[src/rtl/muldiv_unit.sv]
// Iterative RV32M multiply/divide unit: one bit per cycle over XLEN cycles.
// Divide-by-zero and signed overflow results are produced directly at accept.
module muldiv_unit #(
   parameter int unsigned XLEN  = 32,
   parameter int unsigned TAG_W = 5
) (
   input  logic             clk,
   input  logic             rst_n,
   input  logic             flush,
   input  logic             in_valid,
   output logic             in_ready,
   input  logic [2:0]       op,
   input  logic [XLEN-1:0]  a,
   input  logic [XLEN-1:0]  b,
   input  logic [TAG_W-1:0] in_tag,
   output logic             out_valid,
   input  logic             out_ready,
   output logic [XLEN-1:0]  result,
   output logic [TAG_W-1:0] out_tag
);

   localparam int unsigned CNT_W = $clog2(XLEN);
   localparam logic [XLEN-1:0] MIN_NEG = {1'b1, {(XLEN-1){1'b0}}};

   localparam logic [2:0] OP_MULH   = 3'b001;
   localparam logic [2:0] OP_MULHSU = 3'b010;
   localparam logic [2:0] OP_DIV    = 3'b100;
   localparam logic [2:0] OP_REM    = 3'b110;

   typedef enum logic [1:0] {IDLE, BUSY, DONE} state_t;

   state_t            state, state_nx;
   logic              accept, finish;

   logic [2:0]        op_q;
   logic [TAG_W-1:0]  tag_q;
   logic [CNT_W-1:0]  cnt;
   logic [2*XLEN-1:0] prod;
   logic [XLEN-1:0]   mcand;
   logic              neg_q;
   logic [XLEN-1:0]   result_q;

   // Operand decoding at accept time
   logic              a_sgn, b_sgn, is_div, div_zero, ovf, special, neg_acc;
   logic [XLEN-1:0]   a_mag, b_mag, special_res;

   always_comb begin
      a_sgn    = ((op == OP_MULH) || (op == OP_MULHSU) || (op == OP_DIV) || (op == OP_REM)) & a[XLEN-1];
      b_sgn    = ((op == OP_MULH) || (op == OP_DIV) || (op == OP_REM)) & b[XLEN-1];
      a_mag    = a_sgn ? -a : a;
      b_mag    = b_sgn ? -b : b;
      is_div   = op[2];
      div_zero = is_div && (b == '0);
      ovf      = is_div && !op[0] && (a == MIN_NEG) && (b == '1);
      special  = div_zero || ovf;
      if (div_zero)
         special_res = op[1] ? a : '1;
      else
         special_res = op[1] ? '0 : a;
      // Remainder follows the dividend sign; quotient and products follow the sign product
      neg_acc  = (is_div && op[1]) ? a_sgn : (a_sgn ^ b_sgn);
   end

   // One iteration: shift-add multiply or restoring divide on the shared product register
   logic [XLEN:0]     sum, rem_sh, diff;
   logic [2*XLEN-1:0] mul_nx, div_nx, prod_nx, mul_full;
   logic [XLEN-1:0]   div_val, div_res, fin_res;

   always_comb begin
      sum     = {1'b0, prod[2*XLEN-1:XLEN]} + {1'b0, mcand & {XLEN{prod[0]}}};
      mul_nx  = {sum, prod[XLEN-1:1]};
      rem_sh  = {prod[2*XLEN-1:XLEN], prod[XLEN-1]};
      diff    = rem_sh - {1'b0, mcand};
      div_nx  = diff[XLEN] ? {rem_sh[XLEN-1:0], prod[XLEN-2:0], 1'b0}
                           : {diff[XLEN-1:0],   prod[XLEN-2:0], 1'b1};
      prod_nx = op_q[2] ? div_nx : mul_nx;

      mul_full = neg_q ? -prod_nx : prod_nx;
      div_val  = op_q[1] ? prod_nx[2*XLEN-1:XLEN] : prod_nx[XLEN-1:0];
      div_res  = neg_q ? -div_val : div_val;
      if (op_q[2])
         fin_res = div_res;
      else if (op_q[1:0] == 2'b00)
         fin_res = mul_full[XLEN-1:0];
      else
         fin_res = mul_full[2*XLEN-1:XLEN];
   end

   always_comb begin
      state_nx = state;
      accept   = 1'b0;
      finish   = 1'b0;
      case (state)
         IDLE: begin
            if (in_valid && !flush) begin
               accept   = 1'b1;
               state_nx = special ? DONE : BUSY;
            end
         end
         BUSY: begin
            if (cnt == CNT_W'(XLEN-1)) begin
               finish   = 1'b1;
               state_nx = DONE;
            end
         end
         DONE: begin
            if (out_ready)
               state_nx = IDLE;
         end
         default: state_nx = IDLE;
      endcase
      if (flush)
         state_nx = IDLE;
   end

   always_ff @(posedge clk or negedge rst_n) begin
      if (!rst_n)
         state <= IDLE;
      else
         state <= state_nx;
   end

   always_ff @(posedge clk or negedge rst_n) begin
      if (!rst_n) begin
         op_q     <= '0;
         tag_q    <= '0;
         cnt      <= '0;
         prod     <= '0;
         mcand    <= '0;
         neg_q    <= 1'b0;
         result_q <= '0;
      end else if (accept) begin
         op_q     <= op;
         tag_q    <= in_tag;
         cnt      <= '0;
         neg_q    <= neg_acc;
         result_q <= special_res;
         // Multiplier (mul) or dividend (div) enters the low half; the other operand is held
         prod     <= {{XLEN{1'b0}}, is_div ? a_mag : b_mag};
         mcand    <= is_div ? b_mag : a_mag;
      end else if (state == BUSY) begin
         prod <= prod_nx;
         cnt  <= cnt + CNT_W'(1);
         if (finish)
            result_q <= fin_res;
      end
   end

   assign in_ready  = (state == IDLE);
   assign out_valid = (state == DONE);
   assign result    = out_valid ? result_q : '0;
   assign out_tag   = out_valid ? tag_q : '0;

endmodule

[config.mk]
export PLATFORM = sky130hd
export DESIGN_NAME = muldiv_unit
export DESIGN_NICKNAME = d
export VERILOG_FILES = /design/src/rtl/muldiv_unit.sv
export SDC_FILE = /design/constraint.sdc
export NUM_CORES = 1
export LEC_CHECK = 0
export BUFFER_PORTS_ARGS = -buffer_cell sky130_fd_sc_hd__buf_2
export CAP_MARGIN = 20
export CELL_PAD_IN_SITES_DETAIL_PLACEMENT = 0
export CELL_PAD_IN_SITES_GLOBAL_PLACEMENT = 1
export CORE_ASPECT_RATIO = 1.75
export CORE_MARGIN = 3
export CORE_UTILIZATION = 46
export CTS_CLUSTER_SIZE = 25
export DETAILED_ROUTE_END_ITERATION = 10
export HOLD_SLACK_MARGIN = 0.15
export PLACE_DENSITY_LB_ADDON = 0.12
export SLEW_MARGIN = 20
export SYNTH_ARGS = -nofsm -noshare
export SYNTH_HDL_FRONTEND = slang
export SYNTH_SLANG_ARGS = --single-unit
[constraint.sdc]
create_clock -name clk -period 6.5 [get_ports clk]
set_input_delay 0.325 -clock clk [delete_from_list [all_inputs] [get_ports clk]]
set_output_delay 0.325 -clock clk [all_outputs]
set_load 0.1 [all_outputs]
==> results of run 1 <==
[routing by layer]
metal	global-route usage	share of wire	up-vias
met4	0.231	0.072	0
li1	-	-	9154
met2	0.662	0.49	949
met5	0	0	-
met1	0.447	0.37	9395
met3	0.0446	0.065	213
[worst max-delay path, delay by kind of cell, from the launching register on]
family | cells | cell delay (ns)
and+or+nand+nor | 8 | 2.66
AOI/OAI and AO/OA | 9 | 2.01
adders and majority gates | 2 | 0.69
DFF | 1 | 0.41
buffers and inverters | 1 | 0.15
[stage by stage]
stage	hold WS (ns)	power (mW)	worst slack [ns]
3_5_place_dp	0.421	7.72	0.605
4_1_cts	0.168	8.85	0.574
5_1_grt	0.212	9.57	0.0996
2_1_floorplan	0.0294	5.66	1.45
3_3_place_gp	0.422	7.74	0.742
6_report	0.170	9.06	0.497
[layout by cell type (no fill, tap or decap), drive strengths merged, types with 18 or more instances in the layout]
cell	netlist	routed
a31oi	38	38
nand4	34	34
nor2	233	233
inv	68	71
nor2b	19	19
nor4	25	25
o211ai	67	67
mux2	18	18
a21o	25	25
clkbuf	125	18
ha	71	71
mux2i	65	65
xor2	68	68
a211oi	39	39
nor3	65	65
o31ai	30	30
dfrtp	144	144
buf	47	174
nand2	307	307
nand3	82	82
o21ai	240	240
nand2b	22	22
xnor2	92	92
a21oi	225	225
and2	85	85
[worst max-delay path by stage]
stage                         start                        to  slack, ns  cells past startpoint
2_1_floorplan  prod[50]$_DFFE_PN0P_  result_q[26]$_DFFE_PN0P_       1.45                     21
3_3_place_gp   prod[31]$_DFFE_PN0P_  result_q[26]$_DFFE_PN0P_       0.74                     23
3_5_place_dp   prod[51]$_DFFE_PN0P_  result_q[26]$_DFFE_PN0P_       0.60                     20
4_1_cts        prod[51]$_DFFE_PN0P_  result_q[26]$_DFFE_PN0P_       0.57                     20
5_1_grt        prod[44]$_DFFE_PN0P_  result_q[26]$_DFFE_PN0P_        0.1                     20
6_report       prod[56]$_DFFE_PN0P_  result_q[26]$_DFFE_PN0P_       0.50                     20
[flip-flops by register name, summed over array words and instances, names as in the netlist]
signal	cells
prod	64
state	2
result_q	32
cnt	5
mcand	32
neg_q	1
op_q	3
tag_q	5
[layout make-up]
cell class,count,area share
clock buffers,18,0.0227
flip-flops and latches,144,0.186
multi-input cells,2108,0.678
repair buffers,183,0.0589
well taps,480,0.0310
diodes,1,0.000129
clock inverters,14,0.00930
inverters,68,0.0132
[logic make-up after synthesis]
family / synth area share
simple gates: 0.261
compound gates: 0.300
buf+inv: 0.0529
xor+xnor: 0.0795
flops: 0.204
mux: 0.0497
fa+ha+maj: 0.0527
[power groups by stage]
stage,clock [mW],sequential (mW),combinational (mW)
3_3_place_gp,0,1.57,6.17
2_1_floorplan,0,1.36,4.30
5_1_grt,1.13,1.62,6.82
6_report,1.09,1.59,6.37
3_5_place_dp,0,1.59,6.14
4_1_cts,1.10,1.57,6.19
[timing repair]
action / 4_1_cts / 5_1_grt
hold buffers: 9 / 0
gates resized for setup: 0 / 1
endpoints found under the hold margin: 92 / 0
endpoints found under the setup margin: 0 / 1
setup buffers: 0 / 0
==> results.tsv, run 1 <==
metric	value	unit
hold_violations	0	
coreArea	37800	um2
worstReg2RegEnd	result_q[26]$_DFFE_PN0P_	
syn_area_per_cell	7.07	um2
switching_share	0.561	
clock_latency	0.47	ns
first_global_vias	19000	
synth_common_cells	306 x nand2_1, 233 x nor2_1, 233 x o21ai_0	
cts_tree	built	
chipHeight	265	um
wl	80000	um
fin_crit	6.00	ns
synth_seq_cells	144	
synthToLayoutAreaGrowth	9.84	%
clock-root-buffer	clkbuf_16	
fmax	167	MHz
crit_path_max_incr_delay	0.57	ns
skew	0.0129	ns
p_sw	5.08	mW
syn_nets	2642	
fillerInstances	3872	
reg2reg_slack	0.50	ns
place.gp.congestion	1.01	
synth_top_area_frac	0.204	
status	finished, final reports clean	
multi_input_area	13100	um2
slew_headroom	0.187	
grt_start_max_net_pins	120	
cts_made_buffers	17	
clock_path_buffers	2	
antenna_found_initial	2	
peakVddDrop	0.238	mV
path_clk_slew	0.07	ns
ys_warn_count	0	
synth_most_common_cell	nand2_1	
end_kind	flop	
drt_iter0_drc	2173	
route.vias.total	19700	
layout-drive-gt1-share	0.110	
design.portCount	116	
hold_path.startpoint	a[11]	
start_util	0.467	
die-area	40800	um2
h-tree-depth	4	
pwr-share-seq	0.176	
cp_slowest_cell	or4_1	
ys_top_cells_by_area	dfrtp_1 20%, o21ai_0 6.6%, nand2_1 6.5%	
syn_inst	2492	
drtPass1Iterations	6	
wl_per_cell	26.5	um
ant_nets	0	
dp.cells	2974	
die_x	154	um
final_cell_area	19400	um2
hp-class	in -> reg	
slew_violations	0	
synth_cell_types	94	
dpl_cell_area	18700	um2
dp_hpwl	62900	um
seqCellArea	3610	um2
grt_pass1_wl	119000	um
synth_top_flop_cell	dfrtp_1	
cp.arrival	6.39	ns
grt-ovfl-total	0	
p_leak	7.98	nW
post-route-util	0.513	
cp-start-kind	flop	
rows	94	
via_per_inst	6.54	
pwr-share-comb	0.704	
numPortBuffers	115	
cts.sinks	144	
instances_no_fill	3016	
rsz0062_at_grt	no	
setup_viol	0	
power_per_cell_area	468	nW/um2
maxCapViolCount	0	
synth_edf_count	0	
post-synth-top-area-cell	dfrtp_1	
reg2reg_depth	20	
r2r-start	prod[56]$_DFFE_PN0P_	
synth.cell_area	17600	um2
drc	0	
track_usage	0.381	
p_clk_frac	0.120	
yosysSeqAreaShare	0.204	
fin_crit_sh	0.924	
crit_chain	ha_1 -> nand4_1 -> a211oi_1 -> a21oi_2 -> o2bb2ai_1 -> a2111oi_2 -> nor2_1 -> buf_4 -> ha_1 -> o2111ai_1 -> nor3_1 -> nand2_1 -> or3_1 -> a2111oi_4 -> nand3_1 -> or3_1 -> or4_1 -> a31oi_1 -> o22ai_1 -> o21ai_1	
tightest_slew	1.21	ns
worstHoldPathCells	3	
p_int	3.97	mW
hold_end	result_q[11]$_DFFE_PN0P_	
nNetsFinal	2672	
async_flop_share	1.00	
critPathKind	reg -> reg	
required	6.88	ns
crit_fanout	10	
tns	0	ns
No activity file was read; power rests on OpenSTA's default activity.
==> inputs of run 2 (changes only) <==
--- a/config.mk
+++ b/config.mk
@@ -9,13 +9,13 @@
 export CAP_MARGIN = 20
 export CELL_PAD_IN_SITES_DETAIL_PLACEMENT = 0
 export CELL_PAD_IN_SITES_GLOBAL_PLACEMENT = 1
-export CORE_ASPECT_RATIO = 1.75
 export CORE_MARGIN = 3
 export CORE_UTILIZATION = 46
 export CTS_CLUSTER_SIZE = 25
 export DETAILED_ROUTE_END_ITERATION = 10
 export HOLD_SLACK_MARGIN = 0.15
 export PLACE_DENSITY_LB_ADDON = 0.12
+export RECOVER_POWER = 25
 export SLEW_MARGIN = 20
 export SYNTH_ARGS = -nofsm -noshare
 export SYNTH_HDL_FRONTEND = slang
==> results.tsv, run 2 (synthesis results as in run 1) <==
metric	value	unit	change
status	finished, final reports clean		unchanged
crit_fanout	9		was 10
seqCellArea	3610	um2	unchanged
power_per_cell_area	471	nW/um2	was 468 nW/um2
p_leak	7.97	nW	was 7.98 nW
skew	0.0112	ns	was 0.0129 ns
drt_iter0_drc	2254		was 2,173
first_global_vias	18600		was 19,000
mostFrequentLayoutCell	nand2_1		unchanged
largest_reg_flops	64		unchanged
critPathKind	reg -> reg		unchanged
post_cts_buffers	0		unchanged
maxCapViolCount	0		unchanged
hp-class	in -> reg		unchanged
slew_violations	0		unchanged
wl	81400	um	was 80,000 um
end_kind	flop		unchanged
nNetsFinal	2671		was 2,672
rsz0062_at_grt	no		unchanged
pre_cts_ws	0.562	ns	was 0.605 ns
drtPass1Iterations	7		was 6
multi_input_area	13100	um2	about the same
worstHoldPathCells	4		was 3
h-tree-depth	4		unchanged
cp-start-kind	flop		unchanged
dp_hpwl	64500	um	was 62,900 um
cp_slowest_cell	or4_1		unchanged
rows	71		was 94
cts.sinks	144		unchanged
cp.arrival	6.55	ns	was 6.39 ns
setup_viol	0		unchanged
antenna_found_initial	7		was 2
place.gp.congestion	1.05		was 1.01
fmax	162	MHz	was 167 MHz
top_register	prod		unchanged
post-route-util	0.513		about the same
fin_crit_sh	0.948		was 0.924
clock-root-buffer	clkbuf_16		unchanged
dp.cells	3005		was 2,974
grt_pass1_wl	121000	um	was 119,000 um
chipHeight	202	um	was 265 um
die-area	40700	um2	was 40,800 um2
layout-drive-gt1-share	0.109		was 0.110
tns	0	ns	unchanged
clock_latency	0.46	ns	was 0.47 ns
setup_ws	0.341	ns	was 0.497 ns
cts_resized	0		unchanged
reg2reg_depth	22		was 20
ant_nets	0		unchanged
path_clk_slew	0.07	ns	about the same
r2r-start	prod[31]$_DFFE_PN0P_		was prod[56]$_DFFE_PN0P_
slew_headroom	0.252		was 0.187
grt-ovfl-total	0		unchanged
hold_path.startpoint	out_ready		was a[11]
crit_path_max_incr_delay	0.56	ns	was 0.57 ns
die_x	202	um	was 154 um
design.portCount	116		unchanged
coreArea	37800	um2	about the same
track_usage	0.391		was 0.381
hold-worst-slack	0.185	ns	was 0.170 ns
hold_violations	0		unchanged
start_util	0.467		about the same
worstReg2RegEnd	result_q[26]$_DFFE_PN0P_		unchanged
fin_crit	6.16	ns	was 6.00 ns
tightest_slew	1.12	ns	was 1.21 ns
top_regs	prod (64), mcand (32), result_q (32)		unchanged
crit_chain	inv_1 -> ha_1 -> inv_1 -> fa_1 -> a211oi_1 -> o211ai_1 -> nand3_2 -> a21oi_1 -> a2111oi_2 -> nor2_1 -> ha_1 -> o2111ai_1 -> nor3_1 -> nand2_1 -> or3_1 -> a2111oi_4 -> nand3_1 -> or3_1 -> or4_1 -> a31oi_1 -> o22ai_1 -> o21ai_1		was ha_1 -> nand4_1 -> a211oi_1 -> a21oi_2 -> o2bb2ai_1 -> a2111oi_2 -> nor2_1 -> buf_4 -> ha_1 -> o2111ai_1 -> nor3_1 -> nand2_1 -> or3_1 -> a2111oi_4 -> nand3_1 -> or3_1 -> or4_1 -> a31oi_1 -> o22ai_1 -> o21ai_1
numPortBuffers	115		unchanged
fillerInstances	3906		was 3,872
antennaDiodeCount	0		was 1
instances_no_fill	3045		was 3,016
cts_made_buffers	17		unchanged
via_per_inst	6.58		was 6.54
drc	0		unchanged
peakVddDrop	0.218	mV	was 0.238 mV
hold_end	state[1]$_DFFE_PN0P_		was result_q[11]$_DFFE_PN0P_
wl_per_cell	26.7	um	was 26.5 um
cts_tree	built		unchanged
mostFrequentLayoutCells	306 x nand2_1, 233 x o21ai_0, 232 x nor2_1		was 306 x nand2_1, 233 x o21ai_0, 231 x nor2_1
reg2reg_slack	0.34	ns	was 0.50 ns
required	6.89	ns	was 6.88 ns
clock_path_buffers	2		unchanged
route.vias.total	20000		was 19,700
synthToLayoutAreaGrowth	9.89	%	was 9.84%
grt_start_max_net_pins	100		was 120
run 2: final cells by class:
class                   count  area share
clock buffers              20      0.0241
clock inverters            12     0.00749
inverters                  68      0.0132
multi-input cells        2108       0.678
flip-flops and latches    144       0.186
well taps                 511      0.0330
repair buffers            182      0.0577
run 2: per-stage QoR:
stage / power (mW) / area (um2)
2_1_floorplan: 5.66 / 17600
3_3_place_gp: 7.81 / 18700
3_5_place_dp: 7.82 / 18700
4_1_cts: 8.93 / 19400
5_1_grt: 9.64 / 19400
6_report: 9.13 / 19400
run 2: metal layers:
metal,vias to the layer above,GRT usage,routed length (um),share of wire
met4,6,0.213,5000,0.061
met3,199,0.0723,7410,0.091
met5,-,0,40,0.00049
met1,9590,0.531,34100,0.42
met2,1065,0.588,34900,0.43
li1,9163,-,-,-
run 2: worst max path at each step:
| stage | start | to | cells past startpoint |
|---|---|---|---|
| after floorplan | prod[50]$_DFFE_PN0P_ | result_q[26]$_DFFE_PN0P_ | 21 |
| after global placement | prod[31]$_DFFE_PN0P_ | result_q[22]$_DFFE_PN0P_ | 22 |
| after detailed placement | prod[31]$_DFFE_PN0P_ | result_q[26]$_DFFE_PN0P_ | 22 |
| after CTS | prod[31]$_DFFE_PN0P_ | result_q[26]$_DFFE_PN0P_ | 22 |
| after global routing | mcand[0]$_DFFE_PN0P_ | result_q[30]$_DFFE_PN0P_ | 21 |
| final | prod[31]$_DFFE_PN0P_ | result_q[26]$_DFFE_PN0P_ | 22 |
run 2: what timing repair did:
item                                    4_1_cts  5_1_grt
hold buffers                                  8        0
endpoints found under the hold margin        95        0
endpoints found under the setup margin        0        0
run 2: critical path, delay by kind of cell, from the launching register on:
family,cells,cell delay (ns)
AND/OR/NAND/NOR,8,2.64
AO/OA/AOI/OAI,9,2.22
adder cells (fa/ha/maj),3,0.75
flip-flops,1,0.35
buffers and inverters,2,0.12
run 2: power by group:
part           switching (mW)  leakage [nW]  internal, mW
clock                   0.469         0.300         0.605
combinational            4.28          5.87          2.20
sequential              0.419          1.80          1.16
